## src/rtl/ddr_loader_pkg.sv

```systemverilog
// Shared types and AXI constants for the burst loader: FSM state encoding,
// burst/response codes and the AxSIZE encoding helper.
package ddr_loader_pkg;

    typedef enum logic [2:0] {
        ST_IDLE,
        ST_WAIT_DATA,
        ST_ADDR,
        ST_DATA,
        ST_RESP
    } loader_state_e;

    localparam logic [1:0] BURST_INCR = 2'b01;
    localparam logic [1:0] RESP_OKAY  = 2'b00;

    // AxSIZE is log2 of the bytes per beat
    function automatic logic [2:0] axi_size(input int data_w);
        logic [2:0] size;
        case (data_w)
            8:       size = 3'd0;
            16:      size = 3'd1;
            32:      size = 3'd2;
            64:      size = 3'd3;
            128:     size = 3'd4;
            default: size = 3'd2;
        endcase
        return size;
    endfunction

endpackage

```

## src/rtl/loader_fifo.sv

```systemverilog
// Show-ahead FIFO with occupancy count; the head word is always visible on
// data_o so the write channel can present it the same cycle it is popped.
module loader_fifo #(
    parameter int WIDTH = 32,
    parameter int DEPTH = 32,
    localparam int AW   = (DEPTH > 1) ? $clog2(DEPTH) : 1,
    localparam int CW   = $clog2(DEPTH + 1)
) (
    input  logic             clk_i,
    input  logic             rst_n_i,
    input  logic             push_i,
    input  logic [WIDTH-1:0] data_i,
    input  logic             pop_i,
    output logic [WIDTH-1:0] data_o,
    output logic [CW-1:0]    count_o,
    output logic             full_o
);

    logic [WIDTH-1:0] mem [DEPTH];
    logic [AW-1:0]    wr_ptr_q, wr_ptr_d;
    logic [AW-1:0]    rd_ptr_q, rd_ptr_d;
    logic [CW-1:0]    count_q, count_d;
    logic             do_push;
    logic             do_pop;

    // Depth need not be a power of two, so pointers wrap explicitly
    function automatic logic [AW-1:0] next_ptr(input logic [AW-1:0] ptr);
        return (ptr == AW'(DEPTH - 1)) ? '0 : ptr + AW'(1);
    endfunction

    always_comb begin
        do_push  = push_i && (count_q != CW'(DEPTH));
        do_pop   = pop_i && (count_q != '0);
        wr_ptr_d = do_push ? next_ptr(wr_ptr_q) : wr_ptr_q;
        rd_ptr_d = do_pop ? next_ptr(rd_ptr_q) : rd_ptr_q;
        count_d  = count_q;
        case ({do_push, do_pop})
            2'b10:   count_d = count_q + CW'(1);
            2'b01:   count_d = count_q - CW'(1);
            default: count_d = count_q;
        endcase
    end

    always_ff @(posedge clk_i or negedge rst_n_i) begin
        if (!rst_n_i) begin
            wr_ptr_q <= '0;
            rd_ptr_q <= '0;
            count_q  <= '0;
        end else begin
            wr_ptr_q <= wr_ptr_d;
            rd_ptr_q <= rd_ptr_d;
            count_q  <= count_d;
        end
    end

    always_ff @(posedge clk_i) begin
        if (do_push) begin
            mem[wr_ptr_q] <= data_i;
        end
    end

    assign data_o  = mem[rd_ptr_q];
    assign count_o = count_q;
    assign full_o  = (count_q == CW'(DEPTH));

endmodule

```

## src/rtl/axi_burst_loader.sv

```systemverilog
// Streams frames into a ring of memory buffers as INCR write bursts, one
// burst in flight at a time, with the stream decoupled by a two-burst FIFO.
module axi_burst_loader
    import ddr_loader_pkg::*;
#(
    parameter int ADDR_W    = 32,
    parameter int DATA_W    = 32,
    parameter int ID_W      = 4,
    parameter int BURST_LEN = 16,
    parameter int NUM_BUFS  = 2
) (
    input  logic                  clk_i,
    input  logic                  rst_n_i,
    input  logic [ADDR_W-1:0]     cfg_base_addr_i,
    input  logic [ADDR_W-1:0]     cfg_buf_stride_i,
    input  logic [23:0]           cfg_frame_words_i,
    input  logic                  start_i,
    output logic                  busy_o,
    output logic                  frame_done_o,
    output logic                  err_o,
    output logic [1:0]            buf_idx_o,
    input  logic [DATA_W-1:0]     s_data_i,
    input  logic                  s_valid_i,
    output logic                  s_ready_o,
    output logic [ID_W-1:0]       m_awid,
    output logic [ADDR_W-1:0]     m_awaddr,
    output logic [7:0]            m_awlen,
    output logic [2:0]            m_awsize,
    output logic [1:0]            m_awburst,
    output logic                  m_awvalid,
    input  logic                  m_awready,
    output logic [DATA_W-1:0]     m_wdata,
    output logic [DATA_W/8-1:0]   m_wstrb,
    output logic                  m_wlast,
    output logic                  m_wvalid,
    input  logic                  m_wready,
    input  logic [ID_W-1:0]       m_bid,
    input  logic [1:0]            m_bresp,
    input  logic                  m_bvalid,
    output logic                  m_bready
);

    localparam int         DEPTH       = 2 * BURST_LEN;
    localparam int         CW          = $clog2(DEPTH + 1);
    localparam logic [2:0] AXSIZE      = axi_size(DATA_W);
    localparam logic [8:0] BURST_BEATS = 9'(BURST_LEN);

    loader_state_e state_q, state_d;
    logic [ADDR_W-1:0] addr_q, addr_d;
    logic [23:0]       frame_words_q, frame_words_d;
    logic [23:0]       accepted_q, accepted_d;
    logic [23:0]       remaining_q, remaining_d;
    logic [8:0]        burst_beats_q, burst_beats_d;
    logic [7:0]        beat_cnt_q, beat_cnt_d;
    logic [1:0]        buf_idx_q, buf_idx_d;
    logic              err_q, err_d;
    logic              frame_done_q, frame_done_d;

    logic              fifo_push;
    logic              fifo_pop;
    logic              fifo_full;
    logic [CW-1:0]     fifo_count;
    logic [DATA_W-1:0] fifo_data;
    logic [8:0]        need_beats;
    logic [7:0]        cur_awlen;
    logic [1:0]        next_buf;

    loader_fifo #(
        .WIDTH (DATA_W),
        .DEPTH (DEPTH)
    ) u_fifo (
        .clk_i   (clk_i),
        .rst_n_i (rst_n_i),
        .push_i  (fifo_push),
        .data_i  (s_data_i),
        .pop_i   (fifo_pop),
        .data_o  (fifo_data),
        .count_o (fifo_count),
        .full_o  (fifo_full)
    );

    // Stream is throttled to exactly the frame length so the FIFO drains empty
    assign s_ready_o = (state_q != ST_IDLE) && !fifo_full && (accepted_q < frame_words_q);
    assign fifo_push = s_valid_i && s_ready_o;
    assign fifo_pop  = m_wvalid && m_wready;

    assign need_beats = (remaining_q >= 24'(BURST_LEN)) ? BURST_BEATS : remaining_q[8:0];
    assign cur_awlen  = 8'(burst_beats_q - 9'd1);
    assign next_buf   = (buf_idx_q == 2'(NUM_BUFS - 1)) ? 2'd0 : buf_idx_q + 2'd1;

    always_comb begin
        state_d       = state_q;
        addr_d        = addr_q;
        frame_words_d = frame_words_q;
        accepted_d    = accepted_q;
        remaining_d   = remaining_q;
        burst_beats_d = burst_beats_q;
        beat_cnt_d    = beat_cnt_q;
        buf_idx_d     = buf_idx_q;
        err_d         = err_q;
        frame_done_d  = 1'b0;

        if (fifo_push) begin
            accepted_d = accepted_q + 24'd1;
        end

        case (state_q)
            ST_IDLE: begin
                if (start_i) begin
                    err_d = 1'b0;
                    if (cfg_frame_words_i == '0) begin
                        frame_done_d = 1'b1;
                        buf_idx_d    = next_buf;
                    end else begin
                        state_d       = ST_WAIT_DATA;
                        frame_words_d = cfg_frame_words_i;
                        remaining_d   = cfg_frame_words_i;
                        accepted_d    = '0;
                        addr_d        = cfg_base_addr_i + ADDR_W'(buf_idx_q) * cfg_buf_stride_i;
                    end
                end
            end
            ST_WAIT_DATA: begin
                // Hold off the address until the whole burst is buffered so
                // the write channel never stalls on the stream
                if (32'(fifo_count) >= 32'(need_beats)) begin
                    burst_beats_d = need_beats;
                    beat_cnt_d    = '0;
                    state_d       = ST_ADDR;
                end
            end
            ST_ADDR: begin
                if (m_awready) begin
                    state_d = ST_DATA;
                end
            end
            ST_DATA: begin
                if (m_wready) begin
                    beat_cnt_d = beat_cnt_q + 8'd1;
                    if (beat_cnt_q == cur_awlen) begin
                        state_d = ST_RESP;
                    end
                end
            end
            ST_RESP: begin
                if (m_bvalid) begin
                    // A response carrying a foreign ID is treated as an error too
                    if ((m_bresp != RESP_OKAY) || (m_bid != '0)) begin
                        err_d = 1'b1;
                    end
                    addr_d      = addr_q + (ADDR_W'(burst_beats_q) << AXSIZE);
                    remaining_d = remaining_q - 24'(burst_beats_q);
                    if (remaining_d == '0) begin
                        state_d      = ST_IDLE;
                        frame_done_d = 1'b1;
                        buf_idx_d    = next_buf;
                    end else begin
                        state_d = ST_WAIT_DATA;
                    end
                end
            end
            default: state_d = ST_IDLE;
        endcase
    end

    always_ff @(posedge clk_i or negedge rst_n_i) begin
        if (!rst_n_i) begin
            state_q       <= ST_IDLE;
            addr_q        <= '0;
            frame_words_q <= '0;
            accepted_q    <= '0;
            remaining_q   <= '0;
            burst_beats_q <= '0;
            beat_cnt_q    <= '0;
            buf_idx_q     <= '0;
            err_q         <= 1'b0;
            frame_done_q  <= 1'b0;
        end else begin
            state_q       <= state_d;
            addr_q        <= addr_d;
            frame_words_q <= frame_words_d;
            accepted_q    <= accepted_d;
            remaining_q   <= remaining_d;
            burst_beats_q <= burst_beats_d;
            beat_cnt_q    <= beat_cnt_d;
            buf_idx_q     <= buf_idx_d;
            err_q         <= err_d;
            frame_done_q  <= frame_done_d;
        end
    end

    // All AXI valids/readies decode from the state register only
    assign m_awid       = '0;
    assign m_awaddr     = addr_q;
    assign m_awlen      = cur_awlen;
    assign m_awsize     = AXSIZE;
    assign m_awburst    = BURST_INCR;
    assign m_awvalid    = (state_q == ST_ADDR);
    assign m_wdata      = fifo_data;
    assign m_wstrb      = '1;
    assign m_wvalid     = (state_q == ST_DATA);
    assign m_wlast      = (state_q == ST_DATA) && (beat_cnt_q == cur_awlen);
    assign m_bready     = (state_q == ST_RESP);

    assign busy_o       = (state_q != ST_IDLE);
    assign frame_done_o = frame_done_q;
    assign err_o        = err_q;
    assign buf_idx_o    = buf_idx_q;

endmodule
```

## config.mk

```make
export PLATFORM = sky130hd
export DESIGN_NAME = axi_burst_loader
export DESIGN_NICKNAME = d
export VERILOG_FILES = /design/src/rtl/ddr_loader_pkg.sv /design/src/rtl/loader_fifo.sv /design/src/rtl/axi_burst_loader.sv
export SDC_FILE = /design/constraint.sdc
export NUM_CORES = 2
export LEC_CHECK = 0
export CELL_PAD_IN_SITES_DETAIL_PLACEMENT = 0
export CELL_PAD_IN_SITES_GLOBAL_PLACEMENT = 2
export CORE_ASPECT_RATIO = 1.5
export CORE_MARGIN = 1.5
export CORE_UTILIZATION = 43
export CTS_BUF_LIST = sky130_fd_sc_hd__clkbuf_2
export DETAILED_ROUTE_END_ITERATION = 10
export GPL_TIMING_DRIVEN = 0
export PLACE_DENSITY = 0.86
export SYNTH_ARGS = -nofsm -noshare
export SYNTH_HDL_FRONTEND = slang
export SYNTH_SLANG_ARGS = --single-unit
export TNS_END_PERCENT = 10
```

## constraint.sdc

```tcl
create_clock -name clk_i -period 4 [get_ports clk_i]
set_input_delay 0.8 -clock clk_i [delete_from_list [all_inputs] [get_ports clk_i]]
set_output_delay 0.8 -clock clk_i [all_outputs]
set_load 0.02 [all_outputs]
```

==> impl_summary.md <==
Outcome
The flow ran to the end, but the final reports show violations. The final reports fail on negative setup slack.

Min path
The min-delay analysis places its worst path in the category primary input to flip-flop. The hold path depth is 3. The start point of the worst hold path is cfg_frame_words_i[11]. The path with the worst hold slack has its endpoint at frame_words_q[11].

Placement
The estimated wirelength of the detail-placed design is between 90000 and 100000 um. The number of buffers inserted by port buffering is around 210. The weighted congestion at the end of routability-driven global placement is roughly 0.86.

Synthesis
The synthesized cell area is roughly 0.051 mm^2. The dominant combinational cell family by area after synthesis is multiplexers. After synthesis, the netlist uses 82 different library cells. Of all cell types, the one taking the most synthesized area is edfxtp_1. The leading cell type by number of instances after synthesis is edfxtp_1. Multiplexer cells account for 15.01% of the synthesized area.

Counting instances in the post-synthesis netlist gives the leading cell types as edfxtp_1 (1024), mux4_2 (320), nand2_1 (207). The area share of the largest cell type after synthesis is between 60 and 70%. The area fraction in compound gates after synthesis is 5.081%. In this run the mean area of a mapped cell was ~17 um^2. Ranked by total cell area, the synthesized netlist is headed by edfxtp_1 (60%), mux4_2 (14%), dfrtp_1 (7.0%). Of the synthesized area, sequential elements account for roughly 67%. The number of enable flip-flop cells after synthesis is around 1000. The total of flip-flops plus latches after synthesis is 1168. Of the total synthesized cell area, the portion taken by AND, OR, NAND and NOR gates is about 5.4%. The synthesized instance count is 3039. After Yosys synthesis, XOR and XNOR cells account for under 10% of the synthesized area.

The Yosys step of the flow raised 0 warnings. The share of flip-flops with an asynchronous set or reset after synthesis is 12.33%. The adder and majority gate portion of the synthesized area is 3.601%.

The commonest register cell after synthesis is edfxtp_1.

Pwr
The maximum VDD drop is approximately 0.00039 V. For this design the static power due to leakage is roughly 22 nW. The power per unit of standard cell area is approximately 630 mW/mm^2.

Detailed routing
The remaining antenna violation count after routing is 0. Using the TritonRoute via totals, the vias-per-cell ratio works out to 5.693. In the routed design, unresolved DRC markers number 0. The total detailed-routing wirelength is about 140000 um. The detailed-route wire length per cell is ~27 um. After the first detailed-routing iteration, the DRC count stood at about 2600. The length of the first detailed-routing pass in iterations is 9. The final route contains between 30000 and 40000 vias.

Clock tree
Clock latency on the worst-skew pair, taken at its later pin, is approximately 1.5 ns. The root cell of the clock tree is clkbuf_2. The H-tree level count is 5. The total number of clock tree sinks is roughly 1200. Counting the buffers created by CTS gives 280. Clock-pin slew was measured on the worst setup and hold paths at between 0.1 and 0.15 ns.

The clock passes through at most 4 buffers. TritonCTS built the clock tree.

Timing
Subtracting the final worst setup slack from the clock period gives ~4.8 ns. Setup repair after global routing could not meet its margin everywhere. The max-slew violation total from the final report is 0. For the pin with the worst max-slew slack, the measured transition is 1.114 ns. The worst setup slack after layout is -0.7538 ns. The worst path uses 118.8% of the clock period.

In the final timing run, aggregate negative setup slack is -23.43 ns. The headroom to the max-slew limit is 25.53%. Clock skew on the completed layout was measured at 0.1375 ns. Setup violations remaining at the end of the flow were counted as 35.

Timing would allow up to 210.4 MHz. The final-report hold violation count is 0.

Floorplanning
The core area is 0.1177 mm^2. The area of the die is ~0.12 mm^2. The count of boundary I/O pins is 228. The row count is 154. The die outline width is roughly 280 um.

In this run the vertical extent of the chip is 425.7 um. The initial utilization of the core area, before any placement, comes to between 40% and 50%.

Critical path
The worst path arrival time is ~4.0 ns. The reg-to-reg startpoint is buf_idx_o[0]. The nature of the critical path endpoint is a primary output. In this run the critical register-to-register path is captured at m_awaddr[23]. The setup slack on the worst flop-to-flop path is -0.14 ns. Of all nets on the critical path, the largest fanout is 9.

The critical path startpoint is u_fifo.rd_ptr_q[0]. The startpoint type of the worst setup path is a flip-flop. The depth of the most critical reg-to-reg path is 16.

The critical path is of the flip-flop to primary output type. The required time at the endpoint of the critical path is roughly 3.2 ns.

GRT
The overall track demand over capacity in global routing is a little under a quarter. Global routing finished with a remaining overflow of 0. The largest net degree at the start of global routing is a little over 100. The number of global-route vias before repair was 31920. The number of antenna violations at the first check in global routing is 12. The global-route wire length before repair is around 210000 um.

Layout
After the last flow step, the layout net total stands at approximately 3900. At the end of the flow the core is filled with cells to roughly half. The area added between synthesis and finish is 18.28%.

The filler cells instantiated in the layout total ~9700. In the final layout, the share of cells above drive strength 1 is about 29%.

Flow run
Across the run, the number of max-cap violations was 0.
-- worst max-delay path by stage --
stage               slack [ns]                  to  cells after the start
floorplan                 0.25   u_fifo.count_o[5]                     19
global placement         -4.58  u_fifo.wr_ptr_q[1]                      1
detailed placement       -1.12         m_wdata[30]                      7
CTS                      -1.01         m_wdata[20]                      7
global route             -0.99         m_wdata[24]                      8
finish                   -0.75         m_wdata[24]                      8
-- layout make-up --
cell class	instances	area [um^2]	share of cell area, %
multi-input combinational	1563	15980	26.38
clock buffer	385	1927	3.181
inverter	161	608.1	1.004
buffer	155	1403	2.315
timing repair buffer	346	3979	6.568
tap	1560	1952	3.222
clock inverter	66	346.6	0.5721
sequential	1168	34360	56.73
antenna	6	15.01	0.02479
-- state kept, by name, summed over array words and instances, names as in the netlist --
| signal | count |
|---|---|
| u_fifo.mem | 1024 |
| m_awaddr | 32 |
| accepted_q | 24 |
| frame_words_q | 24 |
| remaining_q | 24 |
| burst_beats_q | 9 |
| beat_cnt_q | 8 |
| u_fifo.count_o | 6 |
| u_fifo.rd_ptr_q | 5 |
| u_fifo.wr_ptr_q | 5 |
| state_q | 3 |
| buf_idx_o | 2 |
| err_o | 1 |
| frame_done_o | 1 |
-- layer usage --
layer	vias to the layer above	routed length [um]	global-route usage, %
met3	334	9613	5.000
li1	13380	-	-
met1	15650	49420	25.07
met2	1424	78890	44.04
met4	10	6108	10.47
met5	-	65	0
-- stage by stage --
step	instance area (um^2)	worst slack (ns)	cells	hold WS, ns	total power, mW
after floorplan	51260	0.2497	3051	0.4467	23.54
after global placement	55360	-4.576	4825	0.4523	28.48
after detailed placement	56080	-1.123	4858	0.4591	28.73
after CTS	59820	-1.014	5357	0.0003758	37.33
after global routing	60580	-0.9940	5410	-0.03448	39.57
final	60580	-0.7538	5410	0.1943	37.90
-- where the power goes --
group | switching (mW) | total, mW | internal (mW)
clock network | 4.62 | 7.38 | 2.76
logic | 8.07 | 15.6 | 7.50
registers | 0.656 | 14.9 | 14.3
-- cells by family (layout without fill, tap and decap cells) --
| kind of cell | count (synthesis) | in the layout |
|---|---|---|
| simple gates | 566 | 566 |
| fa+ha+maj | 127 | 127 |
| xor+xnor | 73 | 73 |
| compound gates | 421 | 421 |
| flops | 1168 | 1168 |
| buf+inv | 320 | 1113 |
| mux | 362 | 362 |
| other cells | 2 | 20 |
-- critical path: stages, from the launching register on --
cell and delay, ns:
dfrtp_2 0.39, buf_12 0.15, clkbuf_16 0.20, clkbuf_16 0.19, buf_12 0.11, mux4_2 0.49, mux4_2 0.47, mux2_2 0.30
buf_2 0.17
-- cells in the final DEF (no fill, tap or decap), types with 43 or more instances in the layout --
master and count:
a21oi_1 121, clkinv_1 47, nand3_1 43, o21ai_0 121, buf_12 54, nand2_1 206
edfxtp_1 1024, ha_1 88, dfrtp_1 135, mux4_2 320, inv_1 156, clkbuf_1 54
nor2_1 109, buf_4 59, clkdlybuf4s50_1 169, clkbuf_2 402
-- what timing repair did --
action,4_1_cts,5_1_grt
resized for setup,528,85
endpoints found under the setup margin,93,223
endpoints found under the hold margin,173,1
pin swaps,6,8
gates cloned,7,7
hold buffers,26,1
buffers inserted,18,42
Note: power is estimated with default switching activity, not from simulation.
